===== src/rtl/board_ram_arbiter.sv =====
// board_ram_arbiter: sole owner of the 8x8 board state RAM ports.
// Shares the single write port between the board-clear sequencer and the
// move-commit writer, and the single read port between the judger and the
// LED scanner. Read returns are tagged per requester, and a write to the
// address being read in the same cycle is forwarded into the return data.
//
// Handshake: a requester holds *_req (and its address/data) as a level until
// it sees *_gnt high; the transfer happens at the clock edge ending that cycle.
// A granted read returns exactly one cycle later with *_rvalid high for one cycle.
module board_ram_arbiter #(
    parameter int DATA_BITS = 2,
    parameter int ADDR_BITS = 6,
    parameter logic [DATA_BITS-1:0] CLEAR_VALUE = '0
) (
    input  logic                 clk,
    input  logic                 rst_n,
    input  logic                 clear_start,
    output logic                 clear_busy,
    output logic                 clear_done,
    input  logic                 cm_req,
    input  logic [ADDR_BITS-1:0] cm_addr,
    input  logic [DATA_BITS-1:0] cm_data,
    output logic                 cm_gnt,
    input  logic                 jd_req,
    input  logic [ADDR_BITS-1:0] jd_addr,
    output logic                 jd_gnt,
    output logic [DATA_BITS-1:0] jd_rdata,
    output logic                 jd_rvalid,
    input  logic                 sc_req,
    input  logic [ADDR_BITS-1:0] sc_addr,
    output logic                 sc_gnt,
    output logic [DATA_BITS-1:0] sc_rdata,
    output logic                 sc_rvalid,
    output logic                 ram_we,
    output logic [ADDR_BITS-1:0] ram_wr_addr,
    output logic [DATA_BITS-1:0] ram_wr_data,
    output logic [ADDR_BITS-1:0] ram_rd_addr,
    input  logic [DATA_BITS-1:0] ram_rd_data,
    output logic [1:0]           dbg_state
);

    localparam logic [1:0] S_IDLE  = 2'd0;
    localparam logic [1:0] S_CLEAR = 2'd1;
    localparam logic [1:0] S_DONE  = 2'd2;

    localparam logic [ADDR_BITS:0] CNT_ONE = {{ADDR_BITS{1'b0}}, 1'b1};

    logic [1:0]           state_q, state_d;
    logic [ADDR_BITS:0]   cnt_q, cnt_d;
    logic [ADDR_BITS:0]   cnt_inc;
    logic                 pri_jd_q, pri_jd_d;
    logic                 rv_jd_q, rv_sc_q;
    logic                 hz_q, hz_d;
    logic [DATA_BITS-1:0] fwd_q;
    logic [DATA_BITS-1:0] jd_hold_q, jd_hold_d;
    logic [DATA_BITS-1:0] sc_hold_q, sc_hold_d;
    logic [DATA_BITS-1:0] ret_data;
    logic                 clearing;

    assign clearing   = (state_q == S_CLEAR);
    assign clear_busy = clearing;
    assign clear_done = (state_q == S_DONE);
    assign dbg_state  = state_q;
    assign cnt_inc    = cnt_q + CNT_ONE;

    // Clear sequencer: walk every cell once, then one S_DONE cycle.
    always_comb begin
        state_d = state_q;
        cnt_d   = cnt_q;
        case (state_q)
            S_IDLE: begin
                if (clear_start) begin
                    state_d = S_CLEAR;
                    cnt_d   = '0;
                end
            end
            S_CLEAR: begin
                // The extra counter bit sets once the last cell has been written.
                if (cnt_inc[ADDR_BITS]) begin
                    state_d = S_DONE;
                    cnt_d   = '0;
                end else begin
                    cnt_d = cnt_inc;
                end
            end
            S_DONE:  state_d = S_IDLE;
            default: state_d = S_IDLE;
        endcase
    end

    // Write port: the sequencer owns it while clearing, otherwise the committer.
    always_comb begin
        cm_gnt      = cm_req & ~clearing;
        ram_we      = clearing | cm_gnt;
        ram_wr_addr = clearing ? cnt_q[ADDR_BITS-1:0] : cm_addr;
        ram_wr_data = clearing ? CLEAR_VALUE : cm_data;
    end

    // Read port: round-robin between judger and scanner on contention.
    always_comb begin
        jd_gnt      = jd_req & (~sc_req | pri_jd_q);
        sc_gnt      = sc_req & ~jd_gnt;
        ram_rd_addr = jd_gnt ? jd_addr : sc_addr;
        // The requester just served loses priority; unchanged when nobody read.
        pri_jd_d    = (jd_gnt | sc_gnt) ? sc_gnt : pri_jd_q;
        // RAM is read-first, so a same-cycle write to the read address must be forwarded.
        hz_d        = (jd_gnt | sc_gnt) & ram_we & (ram_wr_addr == ram_rd_addr);
    end

    // Return data: forwarded write or RAM output; the idle port keeps its last value.
    always_comb begin
        ret_data  = hz_q ? fwd_q : ram_rd_data;
        jd_hold_d = rv_jd_q ? ret_data : jd_hold_q;
        sc_hold_d = rv_sc_q ? ret_data : sc_hold_q;
        jd_rdata  = jd_hold_d;
        sc_rdata  = sc_hold_d;
        jd_rvalid = rv_jd_q;
        sc_rvalid = rv_sc_q;
    end

    // State, pointer and return-path registers.
    always_ff @(posedge clk or negedge rst_n) begin
        if (!rst_n) begin
            state_q   <= S_IDLE;
            cnt_q     <= '0;
            pri_jd_q  <= 1'b1;
            rv_jd_q   <= 1'b0;
            rv_sc_q   <= 1'b0;
            hz_q      <= 1'b0;
            fwd_q     <= '0;
            jd_hold_q <= '0;
            sc_hold_q <= '0;
        end else begin
            state_q   <= state_d;
            cnt_q     <= cnt_d;
            pri_jd_q  <= pri_jd_d;
            rv_jd_q   <= jd_gnt;
            rv_sc_q   <= sc_gnt;
            hz_q      <= hz_d;
            fwd_q     <= ram_wr_data;
            jd_hold_q <= jd_hold_d;
            sc_hold_q <= sc_hold_d;
        end
    end

endmodule


===== config.mk =====
export PLATFORM = sky130hd
export DESIGN_NAME = board_ram_arbiter
export DESIGN_NICKNAME = d
export VERILOG_FILES = /design/src/rtl/board_ram_arbiter.sv
export SDC_FILE = /design/constraint.sdc
export NUM_CORES = 1
export LEC_CHECK = 0
export CORE_UTILIZATION = 43
export CTS_BUF_LIST = sky130_fd_sc_hd__clkbuf_4
export DETAILED_ROUTE_END_ITERATION = 6
export GPL_TIMING_DRIVEN = 0
export PLACE_DENSITY = 0.95
export SYNTH_ARGS = -nofsm -noshare
export SYNTH_HDL_FRONTEND = slang
export SYNTH_SLANG_ARGS = --single-unit
export TNS_END_PERCENT = 100

===== constraint.sdc =====
create_clock -name clk -period 4.18 [get_ports clk]
set_clock_uncertainty 0.15 [all_clocks]
set_input_delay 0.836 -clock clk [delete_from_list [all_inputs] [get_ports clk]]
set_output_delay 0.836 -clock clk [all_outputs]
set_load 0.005 [all_outputs]

==> flow_summary_export.csv <==
group,metric,value,unit
synthesis,ys_warn_count,0,
clock_network,clock_path_buffers,2,
placed_design,gp_congestion,0.829,
sta,hold_viol,0,
sta,max_freq,284,MHz
clock_network,holdBufCountCts,0,
setup_path,crit_type,"in2out",
clock_network,ctsResizeCount,0,
setup_path,required,3.19,ns
setup_path,cp-end-kind,"primary output",
route,drc_errors,0,
die,initial_core_util,46.0,%
hold_path,whs_path_depth,1,
clock_network,cts_tree,"built",
setup_path,rrSetupSlack,2.24,ns
synthesis,synth-seq-cells,18,
clock_network,clock-root-buffer,"clkbuf_4",
placed_design,port_buffers,54,
setup_path,rr_worst_depth,6,
synthesis,avgSynthCellArea,8.93,sq um
sta,min_period_over_period,84.3,%
final_layout,fin_util,73.2,%
route,ant_nets,0,
sta,relSlewSlack,46.6,%
status,status,"complete, no violations",
route,routed.top_layer,"met4",
sta,post-route-min-period,3.52,ns
pwr,cellPowerDensity,438,mW/mm^2
die,die_area,0.00257,sq mm
die,rows,17,
route,route.met2.wl,1500,um
placed_design,post-place-cells,196,
clock_network,htreeDepth,1,
clock_network,cts.reportedPaths.clkPinSlew,0.10,ns
final_layout,drive_gt1_share,6.98,%
synthesis,synth.distinct_cells,31,
setup_path,start_kind,"primary input",
clock_network,insertion_delay,0.29,ns
synthesis,synth_nets,143,
placed_design,place_ws,0.714,ns
route,num_vias,1081,
route,dr.pass1.iters,6,
setup_path,r2r-start,"dbg_state[1]",
final_layout,diodes,0,
sta,report.final.slew_viol_count,0,
route,vias_per_cell,5.41,
die,die_w,50.7,um
sta,rsz0062_at_grt,"no",
die,core,0.00221,sq mm
synthesis,syn_inst,114,
route,wirelength,2950,um
final_layout,nNetsFinal,202,
route,wl_met3,166,um
route,wl_met1,1260,um
sta,tightest_slew,0.799,ns
setup_path,crit_fanout,6,
global_route,grt_usage,24.6,%
final_layout,fillers,166,
global_route,grt_pass1_vias,1053,
final_layout,area_growth,59.1,%
sta,setup_viol,0,
run,maxCapViolations,0,
die,ios,56,
route,drtIter0Drc,24,
pwr,peakVddDrop,0.344,mV
sta,fin_setup_tns,0,ns
pwr,p_leak,0.677,nW
global_route,gr-total-overflow,0,
placed_design,hpwl,2340,um
sta,setup_ws,0.656,ns
clock_network,cts.sinks,18,
synthesis,netlist_area,0.00102,sq mm
sta,hold-worst-slack,0.374,ns
global_route,antenna_found_initial,0,
hold_path,hold_end,"cnt_q[5]",
setup_path,crit_arrival,2.54,ns
hold_path,worstHoldStart,"cnt_q[5]",
global_route,grt_max_degree,19,
final_layout,final_cells,200,
clock_network,cts_setup_buffers,0,
clock_network,numCtsBuffers,3,
global_route,grt_first_pass_wirelength,4730,um
synthesis,ys_seq_area_share,44.3,%
setup_path,reg2reg_to,"hz_q",
hold_path,hp-class,"reg2reg",
route,wl_per_cell,14.7,um
die,die_h,50.7,um
==> kinds of logic after synthesis <==
kind of cell    Yosys count  synth area share [%]
compound gates           31                  16.6
xor+xnor                  1                 0.860
fa+ha+maj                 1                  1.23
buf+inv                   6                  3.07
flops                    18                  44.3
mux                       8                  9.34
simple gates             49                  24.6
==> layer usage <==
metal,up-vias,GRT usage (%)
met5,-,0
met4,0,6.02
met3,4,4.24
met2,43,46.0
met1,511,28.6
li1,523,-
==> per-stage QoR <==
stage / cell area (sq um) / power (W)
final: 1620 / 0.000710
after detailed placement: 1590 / 0.000621
after global placement: 1590 / 0.000601
after floorplan: 1020 / 0.000439
after global routing: 1620 / 0.000762
after CTS: 1620 / 0.000710
==> cell usage after synthesis <==
cell | count | area share (%)
and3_1 | 4 | 2.5
o21bai_1 | 1 | 0.74
nor2_1 | 7 | 2.6
nand2_1 | 13 | 4.8
buf_6 | 1 | 1.1
mux2i_1 | 2 | 2.0
dfrtp_1 | 17 | 42
inv_1 | 3 | 1.1
o41ai_1 | 1 | 0.86
dfstp_2 | 1 | 2.6
clkbuf_1 | 1 | 0.37
and2_1 | 4 | 2.5
a31oi_1 | 1 | 0.61
clkbuf_2 | 1 | 0.49
mux2_2 | 4 | 4.4
mux2_4 | 2 | 2.9
a22o_1 | 1 | 0.86
or3_1 | 1 | 0.61
nand2b_1 | 3 | 1.8
nand3_1 | 8 | 3.9
nor3b_1 | 1 | 0.74
nor4_1 | 2 | 1.2
a21oi_1 | 11 | 5.4
and4b_1 | 1 | 0.98
a21o_1 | 1 | 0.74
nor3_1 | 1 | 0.49
nor2b_1 | 3 | 1.8
xor2_1 | 1 | 0.86
ha_1 | 1 | 1.2
nand4_1 | 1 | 0.61
o21ai_0 | 15 | 7.4
==> sequential cells by signal, indices dropped and copies added (netlist names) <==
| register | flops |
|---|---|
| hz_q | 1 |
| sc_hold_q | 2 |
| jd_rvalid | 1 |
| fwd_q | 2 |
| dbg_state | 2 |
| sc_rvalid | 1 |
| cnt_q | 6 |
| pri_jd_q | 1 |
| jd_hold_q | 2 |
==> cell usage in the layout (no fill, tap or decap), drive strengths merged <==
cell type      Yosys  final
a21o               1      1
a21oi             11     11
a22o               1      1
a31oi              1      1
and2               4      4
and3               4      4
and4b              1      1
buf                1      1
clkbuf             2      5
clkdlybuf4s50      0     54
clkinv             0      1
dfrtp             17     17
dfstp              1      1
ha                 1      1
inv                3      3
mux2               6      6
mux2i              2      2
nand2             13     13
nand2b             3      3
nand3              8      8
nand4              1      1
nor2               7      7
nor2b              3      3
nor3               1      1
nor3b              1      1
nor4               2      2
o21ai             15     15
o21bai             1      1
o41ai              1      1
or3                1      1
xor2               1      1
==> power by group <==
| part | switching (W) | internal [W] | leakage [nW] |
|---|---|---|---|
| clock | 0.0000536 | 0.0000347 | 0.0154 |
| sequential | 0.0000464 | 0.000218 | 0.217 |
| combinational | 0.000150 | 0.000207 | 0.444 |
==> critical path, stage by stage <==
cell and delay, ns:
clkdlybuf4s50_1 0.50, nor2b_1 0.37, o21ai_0 0.23, nand2_1 0.11
clkdlybuf4s50_1 0.49
==> area by class of cell <==
| class | count | area, sq um | area share (%) |
|---|---|---|---|
| timing repair buffer | 54 | 541 | 33.4 |
| buffer | 3 | 20.0 | 1.24 |
| tap | 28 | 35.0 | 2.16 |
| multi-input combinational | 90 | 536 | 33.1 |
| sequential | 18 | 452 | 27.9 |
| clock inverter | 1 | 3.75 | 0.232 |
| inverter | 3 | 11.3 | 0.695 |
| clock buffer | 3 | 22.5 | 1.39 |
==> worst max path at each step <==
stage / startpoint / end / slack (ns)
finish: sc_req / ram_rd_addr[0] / 0.66
detailed placement: sc_req / ram_rd_addr[4] / 0.71
global route: sc_req / ram_rd_addr[0] / 0.52
CTS: sc_req / ram_rd_addr[4] / 0.71
floorplan: jd_req / ram_rd_addr[4] / 1.78
global placement: sc_req / ram_rd_addr[2] / 0.71
Note: power is estimated with default switching activity, not from simulation.
